## src/rtl/fnn_weight_loader.sv

```systemverilog
// Configuration-stream sequencer driving the neuron weight/bias load bus.
// Optional bias word per record when CFG_BIAS_EN is defined.
module fnn_weight_loader #(
  parameter int MAX_WEIGHTS = 784,
  parameter int LAYER_W     = 8,
  parameter int NEURON_W    = 8
) (
  input  logic        clk,
  input  logic        rst,
  input  logic [31:0] s_data,
  input  logic        s_valid,
  output logic        s_ready,
  output logic        weightValid,
  output logic        biasValid,
  output logic [31:0] weightValue,
  output logic [31:0] biasValue,
  output logic [31:0] config_layer_num,
  output logic [31:0] config_neuron_num,
  output logic        busy,
  output logic        config_done,
  output logic        cfg_error
);

  typedef enum logic [1:0] {
    HDR  = 2'd0,
    WGT  = 2'd1,
`ifdef CFG_BIAS_EN
    BIAS = 2'd2,
`endif
    DONE = 2'd3
  } state_t;

  state_t state, state_d;

  // Counter spans the full 16-bit field so oversize records can be skipped.
  logic [15:0] cnt, cnt_d;
  logic        skip;
  logic        xfer;
  logic [15:0] hdr_n;
  logic        hdr_ok;
  logic        last_wgt;

  assign s_ready  = (state != DONE);
  assign xfer     = s_valid & s_ready;
  assign hdr_n    = s_data[15:0];
  assign hdr_ok   = (hdr_n != 16'd0) &&
                    (hdr_n <= 16'(MAX_WEIGHTS));
  assign last_wgt = (cnt == 16'd1);

  always_comb begin
    state_d = state;
    cnt_d   = cnt;
    unique case (state)
      HDR: begin
        if (xfer) begin
          cnt_d   = hdr_n;
          state_d = (hdr_n == 16'd0) ? DONE : WGT;
        end
      end
      WGT: begin
        if (xfer) begin
          cnt_d = cnt - 16'd1;
          if (last_wgt) begin
`ifdef CFG_BIAS_EN
            state_d = BIAS;
`else
            state_d = HDR;
`endif
          end
        end
      end
`ifdef CFG_BIAS_EN
      BIAS: begin
        if (xfer) state_d = HDR;
      end
`endif
      DONE: state_d = HDR;
      default: state_d = HDR;
    endcase
  end

  always_ff @(posedge clk) begin
    if (rst) begin
      state             <= HDR;
      cnt               <= '0;
      skip              <= 1'b0;
      weightValid       <= 1'b0;
      weightValue       <= '0;
      config_layer_num  <= '0;
      config_neuron_num <= '0;
      busy              <= 1'b0;
      config_done       <= 1'b0;
      cfg_error         <= 1'b0;
    end else begin
      state       <= state_d;
      cnt         <= cnt_d;
      weightValid <= 1'b0;
      config_done <= 1'b0;
      if (state == HDR && xfer) begin
        if (hdr_n == 16'd0) begin
          config_done <= 1'b1;
        end else if (hdr_ok) begin
          config_layer_num  <=
            32'(s_data[24 +: LAYER_W]);
          config_neuron_num <=
            32'(s_data[16 +: NEURON_W]);
          busy <= 1'b1;
          skip <= 1'b0;
        end else begin
          cfg_error <= 1'b1;
          skip      <= 1'b1;
        end
      end
      if (state == WGT && xfer) begin
        if (!skip) begin
          weightValid <= 1'b1;
          weightValue <= s_data;
        end
`ifndef CFG_BIAS_EN
        if (last_wgt) busy <= 1'b0;
`endif
      end
`ifdef CFG_BIAS_EN
      if (state == BIAS && xfer) busy <= 1'b0;
`endif
    end
  end

`ifdef CFG_BIAS_EN
  always_ff @(posedge clk) begin
    if (rst) begin
      biasValid <= 1'b0;
      biasValue <= '0;
    end else begin
      biasValid <= 1'b0;
      if (state == BIAS && xfer && !skip) begin
        biasValid <= 1'b1;
        biasValue <= s_data;
      end
    end
  end
`else
  assign biasValid = 1'b0;
  assign biasValue = '0;
`endif

endmodule

```

## config.mk

```make
export PLATFORM = sky130hd
export DESIGN_NAME = fnn_weight_loader
export DESIGN_NICKNAME = d
export VERILOG_FILES = /design/src/rtl/fnn_weight_loader.sv
export SDC_FILE = /design/constraint.sdc
export NUM_CORES = 1
export LEC_CHECK = 0
export ABC_AREA = 0
export ABC_CLOCK_PERIOD_IN_PS = 6610
export CORE_ASPECT_RATIO = 1.4
export CORE_MARGIN = 2
export CORE_UTILIZATION = 40
export DETAILED_ROUTE_END_ITERATION = 10
export PLACE_DENSITY = 0.85
export SLEW_MARGIN = 10
export SYNTH_ARGS = -nofsm -noshare
export SYNTH_HDL_FRONTEND = slang
export SYNTH_SLANG_ARGS = --single-unit
```

## constraint.sdc

```tcl
create_clock -name clk -period 6.61 [get_ports clk]
set_clock_uncertainty 0.1 [all_clocks]
set_input_delay 1.322 -clock clk [delete_from_list [all_inputs] [get_ports clk]]
set_output_delay 1.322 -clock clk [all_outputs]
set_load 0.01 [all_outputs]
```

==> reports/results.txt, run 1 <==
outcome = finished with violations
failing checks = design-rule violations
synthesis-to-finish area growth = 24.4%
Max Transition Viols Final = 0
Max Fanout on Critical Path = 16
Initial DRC Count = 386
crit path max-delay cell type = nand4_1
Die W = 85.7 µm
fraction of registers with async set/reset = 0
slew margin rel. = 0.229
Power Dens Cells = 250 nW/µm²
worst flop-to-flop path endpoint = config_layer_num[6]$_SDFFE_PP0P_
Via Count = 3,506
crit path from = s_valid
Vias/cell = 5.36
fmax = 0.266 GHz
worst-skew pair later-pin latency = 0.33 ns
post-detail-place hpwl = 6930 µm
CP Buf/Inv Count = 1
worst reg2reg path depth = 4
Pleak = 0.00173 µW
clock tree root buffer cell = clkbuf_16
Layout Nets = 579
crit-path leading delay family = simple AND/OR/NAND/NOR gates
Syn Inst Count = 475
Final ANT Viol Nets = 0
first-pass GRT wire length = 15,900 µm
Max Cap Violations = 0
Crit path largest cell delay = 0.74 ns
largest net degree at the start of global routing = 70
Mapped Area = 3740 µm²
FF/Latch Area = 1420 µm²
CP cell instances = clkdlybuf4s50_1, nor3b_1, nand4_1, o31ai_1, a21oi_1
RSZ-0062 raised after global routing = false
filler cell count = 824
Routed WL per cell = 15.5 µm
Hold Path Class = flip-flop to flip-flop
Worst Setup End Kind = flip-flop
Port-buffer cells = 87
Core ar. = 9080 µm²
Post-DP Area = 4330 µm²
Synth top area share = 0.380
mean post-synth cell area = 7.87 µm²
CP required = 6.69 ns
synthesized flop and latch total = 71
Pwr Total = 1160 µW
most frequent cells in the layout = 86 x clkdlybuf4s50_1, 81 x conb_1, 79 x nand2_1, 71 x dfxtp_1, 61 x a21oi_1
FP Rows = 41
share of layout cells above drive strength 1 = 0.0548
vias in the first global route = 3,263
Critical R2R Launch = state[0]$_SDFFE_PP0P_
Detailed Route WL = 10,100 µm
TritonRoute pass-1 iters = 11
sequential cell area fraction in the yosys report = 0.380
Setup-failing EPs final = 0
number of synthesized flops with an enable pin = 0
H-tree depth = 3
HP Start = weightValue[28]$_SDFFE_PP0P_
final hold violations = 0
crit path to = config_layer_num[6]$_SDFFE_PP0P_
YS warnings = 0
crit path time final = 3.75 ns
clk sinks = 71
die area = 10,200 µm²
Num CTS Buffers = 9
starting density of the core = 0.412
most common cell after layout, fill and taps aside = clkdlybuf4s50_1
Register-to-Register Setup Slack = 3.96 ns
peak supply drop = 140 µV
final worst-path cycle share = 0.568
CP startpoint kind = input port
grt ovf = 0
Final Cell Area = 4650 µm²
# DRC = 12
CTS Buffer Depth = 2
die height = 118 µm
initial antenna violation count = 0
cts hold-fix bufs = 0
gpl congestion = 0.841
Primary FF master, synth = dfxtp_1
worst-margin pin slew = 1.16 ns
I/O pin total = 169
CTS clk-pin slew, worst paths = 0.06 ns
most area-hungry cell type in the Yosys netlist = dfxtp_1
GRT Util Overall = 0.197
Worst EP arrival = 3.84 ns
PostCTS Resize Cnt = 0
setup TNS = 0 ns
TritonCTS clock tree = yes
Synth cell types = 52
WP depth = 5
ranking of synthesized cells by area = dfxtp_1 38%, buf_4 16%, a21oi_1 8.2%
CP Class = input port to flip-flop
Post-CTS Setup Inserts = 0
area of the multi-input gates = 1870 µm²
diode count = 0
==> worst min-delay path: cells and delay by family, from the launching register on <==
kind             cells  cell delay, ns
flip-flops           1            0.31
AND/OR/NAND/NOR      1            0.05
AO/OA/AOI/OAI        1            0.05
==> layout make-up <==
cell class                      instances  share of cell area
Tap cell                              107              0.0288
Clock buffer                           13              0.0560
Timing Repair Buffer                   89               0.189
Multi-Input combinational cell        365               0.401
Inverter                                6             0.00484
Clock inverter                          3              0.0140
Sequential cell                        71               0.306
==> flip-flops by register name, summed over array words and instances (netlist names) <==
signal,cells
config_neuron_num,8
config_layer_num,8
cfg_error,1
weightValue,32
weightValid,1
skip,1
state,2
config_done,1
busy,1
cnt,16
==> worst min-delay path by stage <==
stage                                   end  slack, ns  depth (start not counted)
2_1_floorplan          cnt[13]$_SDFFE_PP0P_       0.35                          2
3_3_place_gp    weightValue[2]$_SDFFE_PP0P_       0.35                          2
3_5_place_dp   weightValue[22]$_SDFFE_PP0P_       0.35                          2
4_1_cts         weightValue[1]$_SDFFE_PP0P_       0.36                          2
5_1_grt        weightValue[22]$_SDFFE_PP0P_       0.38                          2
6_report       weightValue[28]$_SDFFE_PP0P_       0.36                          2
==> metrics by stage <==
stage	utilization	hold slack, ns	std cells	setup slack (ns)
floorplan	-	0.355	555	3.62
global placement	0.476	0.345	638	2.79
detailed placement	0.476	0.349	638	2.67
CTS	0.512	0.357	654	2.94
global route	0.512	0.378	654	2.70
finish	0.512	0.356	654	2.86
==> cell usage after synthesis (all sizes together), types with 3 or more instances <==
| cell | instances |
|---|---|
| dfxtp | 71 |
| or4 | 3 |
| nand4 | 17 |
| nor3b | 3 |
| nor4 | 7 |
| a22oi | 3 |
| o21ai | 10 |
| nand2 | 79 |
| buf | 85 |
| a31oi | 4 |
| a21oi | 61 |
| nor3 | 14 |
| or2 | 3 |
| o31ai | 17 |
| or3 | 5 |
| clkbuf | 28 |
| inv | 6 |
| nor2 | 14 |
| nand3 | 6 |
| o311ai | 3 |
==> report_power, final <==
group	leakage, µW	internal, µW	switching [µW]
clock network	0.000160	351	179
logic	0.000990	66.6	108
registers	0.000578	446	16.0
total	0.00173	863	302
==> per-layer routing <==
metal | track usage | part of all wire | routed length (µm)
met5 | 0 | 0 | 0
met4 | 0.0942 | 0.030 | 306
met3 | 0.0510 | 0.072 | 726
met2 | 0.342 | 0.52 | 5300
met1 | 0.219 | 0.38 | 3810
==> logic make-up after synthesis <==
kind of cell | synth area share
simple gates | 0.211
buf+inv | 0.202
compound gates | 0.197
flops | 0.380
fa+ha+maj | 0.00669
mux | 0.00301
other cells | 0.00100
(Power assumes the default switching activity.)
==> inputs of run 2 (changes only) <==
ABC_CLOCK_PERIOD_IN_PS = 3650   (was 6610)
clock period = 3.65 ns   (was 6.61 ns; I/O delays follow)
==> reports/results.txt, run 2 (same netlist as run 1, synthesis figures left out) <==
filler cell count = 862 (+4.6%)
I/O pin total = 169 (unchanged)
crit path time final = 2.74 ns
gpl congestion = 0.877 (+4.3%)
slew margin rel. = 0.174 (-0.0550)
starting density of the core = 0.412 (unchanged)
Port-buffer cells = 87 (unchanged)
worst-skew pair later-pin latency = 0.33 ns (about the same)
Register-to-Register Setup Slack = 1.34 ns (-2.62 ns)
worst flop-to-flop path endpoint = cnt[10]$_SDFFE_PP0P_
Max Cap Violations = 0 (unchanged)
share of layout cells above drive strength 1 = 0.0601 (+0.00526)
number of flip-flops in the largest register = 32 (unchanged)
TritonRoute pass-1 iters = 8 (-3)
Die W = 85.7 µm (unchanged)
Cells after DPL = 643 (+0.78%)
CP Buf/Inv Count = 2 (+1)
synthesis-to-finish area growth = 23.4%
Worst EP arrival = 2.89 ns (-0.95 ns)
Worst Setup End Kind = flip-flop
largest net degree at the start of global routing = 41 (-41%)
worst reg2reg path depth = 6 (+2)
cts hold-fix bufs = 0 (unchanged)
most common cell after layout, fill and taps aside = clkdlybuf4s50_1
setup TNS = 0 ns (unchanged)
clock tree root buffer cell = clkbuf_16
initial antenna violation count = 0 (unchanged)
grt ovf = 0 (unchanged)
failing checks = design-rule violations
diode count = 0 (unchanged)
crit path to = config_layer_num[2]$_SDFFE_PP0P_
TritonCTS clock tree = yes
# DRC = 12 (unchanged)
Via Count = 3,514 (+0.23%)
crit-path leading delay family = buffers and inverters
die height = 118 µm (unchanged)
CTS clk-pin slew, worst paths = 0.05 ns (about the same)
Final ANT Viol Nets = 0 (unchanged)
most frequent cells in the layout = 86 x clkdlybuf4s50_1, 81 x conb_1, 79 x nand2_1, 71 x dfxtp_1, 61 x a21oi_1
hold_ws = 0.352 ns (-0.00348 ns)
largest registers = weightValue: 32 flops, cnt: 16 flops
Pwr Total = 1920 µW (+65%)
clk sinks = 71 (unchanged)
fmax = 0.365 GHz
final worst-path cycle share = 0.750
final hold violations = 0 (unchanged)
crit path max-delay cell type = or3b_2
final non-filler cell total = 656 (+0.31%)
Routed WL per cell = 15.5 µm (about the same)
PostCTS Resize Cnt = 0 (unchanged)
Detailed Route WL = 10,200 µm (+0.24%)
Post-CTS Setup Inserts = 0 (unchanged)
Initial DRC Count = 401 (+3.9%)
Hold Path Class = flip-flop to flip-flop
Setup-failing EPs final = 0 (unchanged)
FP Rows = 41 (unchanged)
CP required = 3.80 ns (-2.89 ns)
H-tree depth = 3 (unchanged)
Max Fanout on Critical Path = 10 (-6)
CP startpoint kind = input port
vias in the first global route = 3,310 (+1.4%)
worst-margin pin slew = 1.24 ns (+0.0825 ns)
first-pass GRT wire length = 15,900 µm (about the same)
Pleak = 0.00172 µW (-0.46%)
RSZ-0062 raised after global routing = false
post-detail-place hpwl = 7310 µm (+5.5%)
die area = 10,200 µm² (unchanged)
Most flops, register = weightValue
Vias/cell = 5.36 (about the same)
CP cell instances = clkdlybuf4s50_1, or3b_2, a31oi_2, buf_4, nand4_1, a21oi_1
WP depth = 6 (+1)
Num CTS Buffers = 9 (unchanged)
CP Class = input port to flip-flop
Crit path largest cell delay = 0.59 ns (-0.15 ns)
Max Transition Viols Final = 0 (unchanged)
GRT Util Overall = 0.196 (-0.000197)
Power Dens Cells = 416 nW/µm² (+66%)
CTS Buffer Depth = 2 (unchanged)
peak supply drop = 229 µV (+64%)
outcome = finished with violations
Core ar. = 9080 µm² (unchanged)
Layout Nets = 584 (+0.86%)
Critical R2R Launch = cnt[0]$_SDFFE_PP0P_
crit path from = s_valid
[run 2: changes by cell type in the layout (fill, tap and decap cells not counted)]
cell	before	now
buf_4	2	7
bufinv_16	2	0
clkinv_2	1	2
clkbuf_1	2	1
clkbuf_8	2	1
[run 2: final cells by class]
cell class / count / area [µm²] / share of cell area
Clock buffer: 11 / 243 / 0.0526
Sequential cell: 71 / 1420 / 0.308
Timing Repair Buffer: 94 / 918 / 0.199
Tap cell: 107 / 134 / 0.0290
Inverter: 6 / 22.5 / 0.00488
Multi-Input combinational cell: 365 / 1870 / 0.404
Clock inverter: 2 / 10.0 / 0.00217
[run 2: metrics by stage]
stage	setup WS, ns	area, µm²	util
floorplan	1.25	4040	-
global placement	0.716	4360	0.481
detailed placement	0.588	4360	0.481
CTS	0.933	4620	0.508
global route	0.738	4620	0.508
finish	0.911	4620	0.508
[run 2: per-layer routing]
layer | GRT usage | vias to the layer above | part of all wire
li1 | - | 1647 | -
met1 | 0.220 | 1623 | 0.37
met2 | 0.339 | 213 | 0.51
met3 | 0.0510 | 31 | 0.083
met4 | 0.0952 | 0 | 0.036
met5 | 0 | - | 0
[run 2: power breakdown]
group / total (µW) / leakage, µW / switching, µW / internal (µW)
combinational: 318 / 0.00102 / 196 / 123
clock: 765 / 0.000127 / 301 / 464
sequential: 836 / 0.000578 / 28.9 / 807
total: 1920 / 0.00172 / 526 / 1390
[run 2: how the worst min path moves through the flow]
stage / slack [ns] / from / endpoint / cells past startpoint
6_report: 0.35 / weightValue[2]$_SDFFE_PP0P_ / weightValue[2]$_SDFFE_PP0P_ / 2
5_1_grt: 0.37 / weightValue[8]$_SDFFE_PP0P_ / weightValue[8]$_SDFFE_PP0P_ / 2
2_1_floorplan: 0.35 / cnt[13]$_SDFFE_PP0P_ / cnt[13]$_SDFFE_PP0P_ / 2
3_3_place_gp: 0.35 / weightValue[16]$_SDFFE_PP0P_ / weightValue[16]$_SDFFE_PP0P_ / 2
4_1_cts: 0.35 / weightValue[2]$_SDFFE_PP0P_ / weightValue[2]$_SDFFE_PP0P_ / 2
3_5_place_dp: 0.35 / weightValue[2]$_SDFFE_PP0P_ / weightValue[2]$_SDFFE_PP0P_ / 2
[run 2: tightest hold or removal path: cells and delay by family, from the launching register on]
| family | cells | cell delay [ns] |
|---|---|---|
| flip-flops | 1 | 0.30 |
| AO/OA/AOI/OAI | 1 | 0.05 |
| AND/OR/NAND/NOR | 1 | 0.05 |
==> inputs of run 3 (changes only) <==
ABC_CLOCK_PERIOD_IN_PS = 2700   (was 3650)
clock period = 2.7 ns   (was 3.65 ns; I/O delays follow)
==> reports/results.txt, run 3 (same netlist as run 1, synthesis figures left out) <==
Initial DRC Count = 449 (+12%)
area of the multi-input gates = 1870 µm² (unchanged)
gpl congestion = 0.816 (-6.9%)
outcome = finished with violations
most frequent cells in the layout = 86 x clkdlybuf4s50_1, 81 x conb_1, 79 x nand2_1, 71 x dfxtp_1, 61 x a21oi_1
crit path from = cnt[0]$_SDFFE_PP0P_
CP Class = flip-flop to flip-flop
Hold Path Class = flip-flop to flip-flop
Setup Slack @ Placement = 0.192 ns (-0.396 ns)
FF/Latch Area = 1420 µm² (unchanged)
filler cell count = 833 (-3.4%)
Worst Setup End Kind = flip-flop
initial antenna violation count = 0 (unchanged)
clock tree root buffer cell = clkbuf_16
Num CTS Buffers = 9 (unchanged)
Pleak = 0.00180 µW (+4.6%)
HP Start = weightValue[26]$_SDFFE_PP0P_
Detailed Route WL = 10,500 µm (+3.7%)
RSZ-0062 raised after global routing = false
die area = 10,200 µm² (unchanged)
number of flip-flops in the largest register = 32 (unchanged)
share of layout cells above drive strength 1 = 0.0867 (+0.0266)
Max Transition Viols Final = 0 (unchanged)
CP startpoint kind = flip-flop
largest net degree at the start of global routing = 46 (+12%)
worst-margin pin slew = 0.684 ns (-0.556 ns)
Max Fanout on Critical Path = 7 (-3)
Routed WL per cell = 15.7 µm (+1.2%)
Worst EP arrival = 2.45 ns (-0.44 ns)
starting density of the core = 0.412 (unchanged)
H-tree depth = 3 (unchanged)
final worst-path cycle share = 0.847
hold_ws = 0.353 ns (+0.000811 ns)
PostCTS Resize Cnt = 0 (unchanged)
failing checks = design-rule violations
TritonCTS clock tree = yes
Vias/cell = 5.34 (-0.24%)
CTS clk-pin slew, worst paths = 0.06 ns (about the same)
Setup-failing EPs final = 0 (unchanged)
largest registers = weightValue: 32 flops, cnt: 16 flops
fmax = 0.437 GHz
Cells after DPL = 656 (+2.0%)
slew margin rel. = 0.544 (+0.370)
GRT Util Overall = 0.205 (+0.00912)
Power Dens Cells = 577 nW/µm² (+39%)
most common cell after layout, fill and taps aside = clkdlybuf4s50_1
crit path time final = 2.29 ns
FP Rows = 41 (unchanged)
Post-CTS Setup Inserts = 0 (unchanged)
Final ANT Viol Nets = 0 (unchanged)
final hold violations = 0 (unchanged)
Most flops, register = weightValue
worst-skew pair later-pin latency = 0.33 ns (about the same)
final non-filler cell total = 672 (+2.4%)
Max Cap Violations = 0 (unchanged)
Final WS setup = 0.412 ns (-0.499 ns)
die height = 118 µm (unchanged)
CP required = 2.86 ns (-0.94 ns)
vias in the first global route = 3,424 (+3.4%)
Port-buffer cells = 87 (unchanged)
setup TNS = 0 ns (unchanged)
post-detail-place hpwl = 7470 µm (+2.1%)
diode count = 0 (unchanged)
CTS Buffer Depth = 2 (unchanged)
first-pass GRT wire length = 16,700 µm (+4.7%)
clk sinks = 71 (unchanged)
Core ar. = 9080 µm² (unchanged)
peak supply drop = 366 µV (+60%)
synthesis-to-finish area growth = 27.0%
Via Count = 3,591 (+2.2%)
cts hold-fix bufs = 0 (unchanged)
Die W = 85.7 µm (unchanged)
# DRC = 12 (unchanged)
TritonRoute pass-1 iters = 9 (+1)
Critical R2R Launch = cnt[0]$_SDFFE_PP0P_
Layout Nets = 597 (+2.2%)
I/O pin total = 169 (unchanged)
grt ovf = 0 (unchanged)
-- run 3: path summary, 6_finish.rpt --
kind / to / slack, ns / cells past startpoint
max: cnt[10]$_SDFFE_PP0P_ / 0.41 / 6
min: weightValue[26]$_SDFFE_PP0P_ / 0.35 / 2
max reg2reg: cnt[10]$_SDFFE_PP0P_ / 0.41 / 6
min reg2reg: weightValue[26]$_SDFFE_PP0P_ / 0.35 / 2
-- run 3: cell type report --
cell class	count	area share
Multi-Input combinational cell	365	0.393
Sequential cell	71	0.299
Timing Repair Buffer	107	0.214
Clock buffer	10	0.0482
Tap cell	107	0.0282
Clock inverter	6	0.0129
Inverter	6	0.00474
-- run 3: power by group --
| group | internal [µW] | leakage (µW) | switching [µW] |
|---|---|---|---|
| registers | 1090 | 0.000578 | 39.4 |
| clock network | 712 | 0.000142 | 447 |
| logic | 182 | 0.00108 | 272 |
-- run 3: metrics by stage --
| step | util | instance area [µm²] | power [µW] |
|---|---|---|---|
| floorplan | - | 4040 | 1490 |
| global placement | 0.491 | 4460 | 1580 |
| detailed placement | 0.491 | 4460 | 1590 |
| CTS | 0.523 | 4750 | 2760 |
| global route | 0.523 | 4750 | 2860 |
| finish | 0.523 | 4750 | 2740 |
-- run 3: metal layers --
layer / GRT usage / vias up / wire length [µm]
met5: 0 / - / 0
met4: 0.0913 / 0 / 327
met3: 0.0601 / 33 / 868
met2: 0.360 / 195 / 5520
met1: 0.225 / 1691 / 3830
li1: - / 1672 / -
-- run 3: critical path, cell delays in order, from the launching register on --
cell and delay [ns]:
dfxtp_1 0.37, inv_1 0.08, ha_1 0.22, nor3b_1 0.52
nand2_1 0.30, or3_2 0.47, a31oi_1 0.16
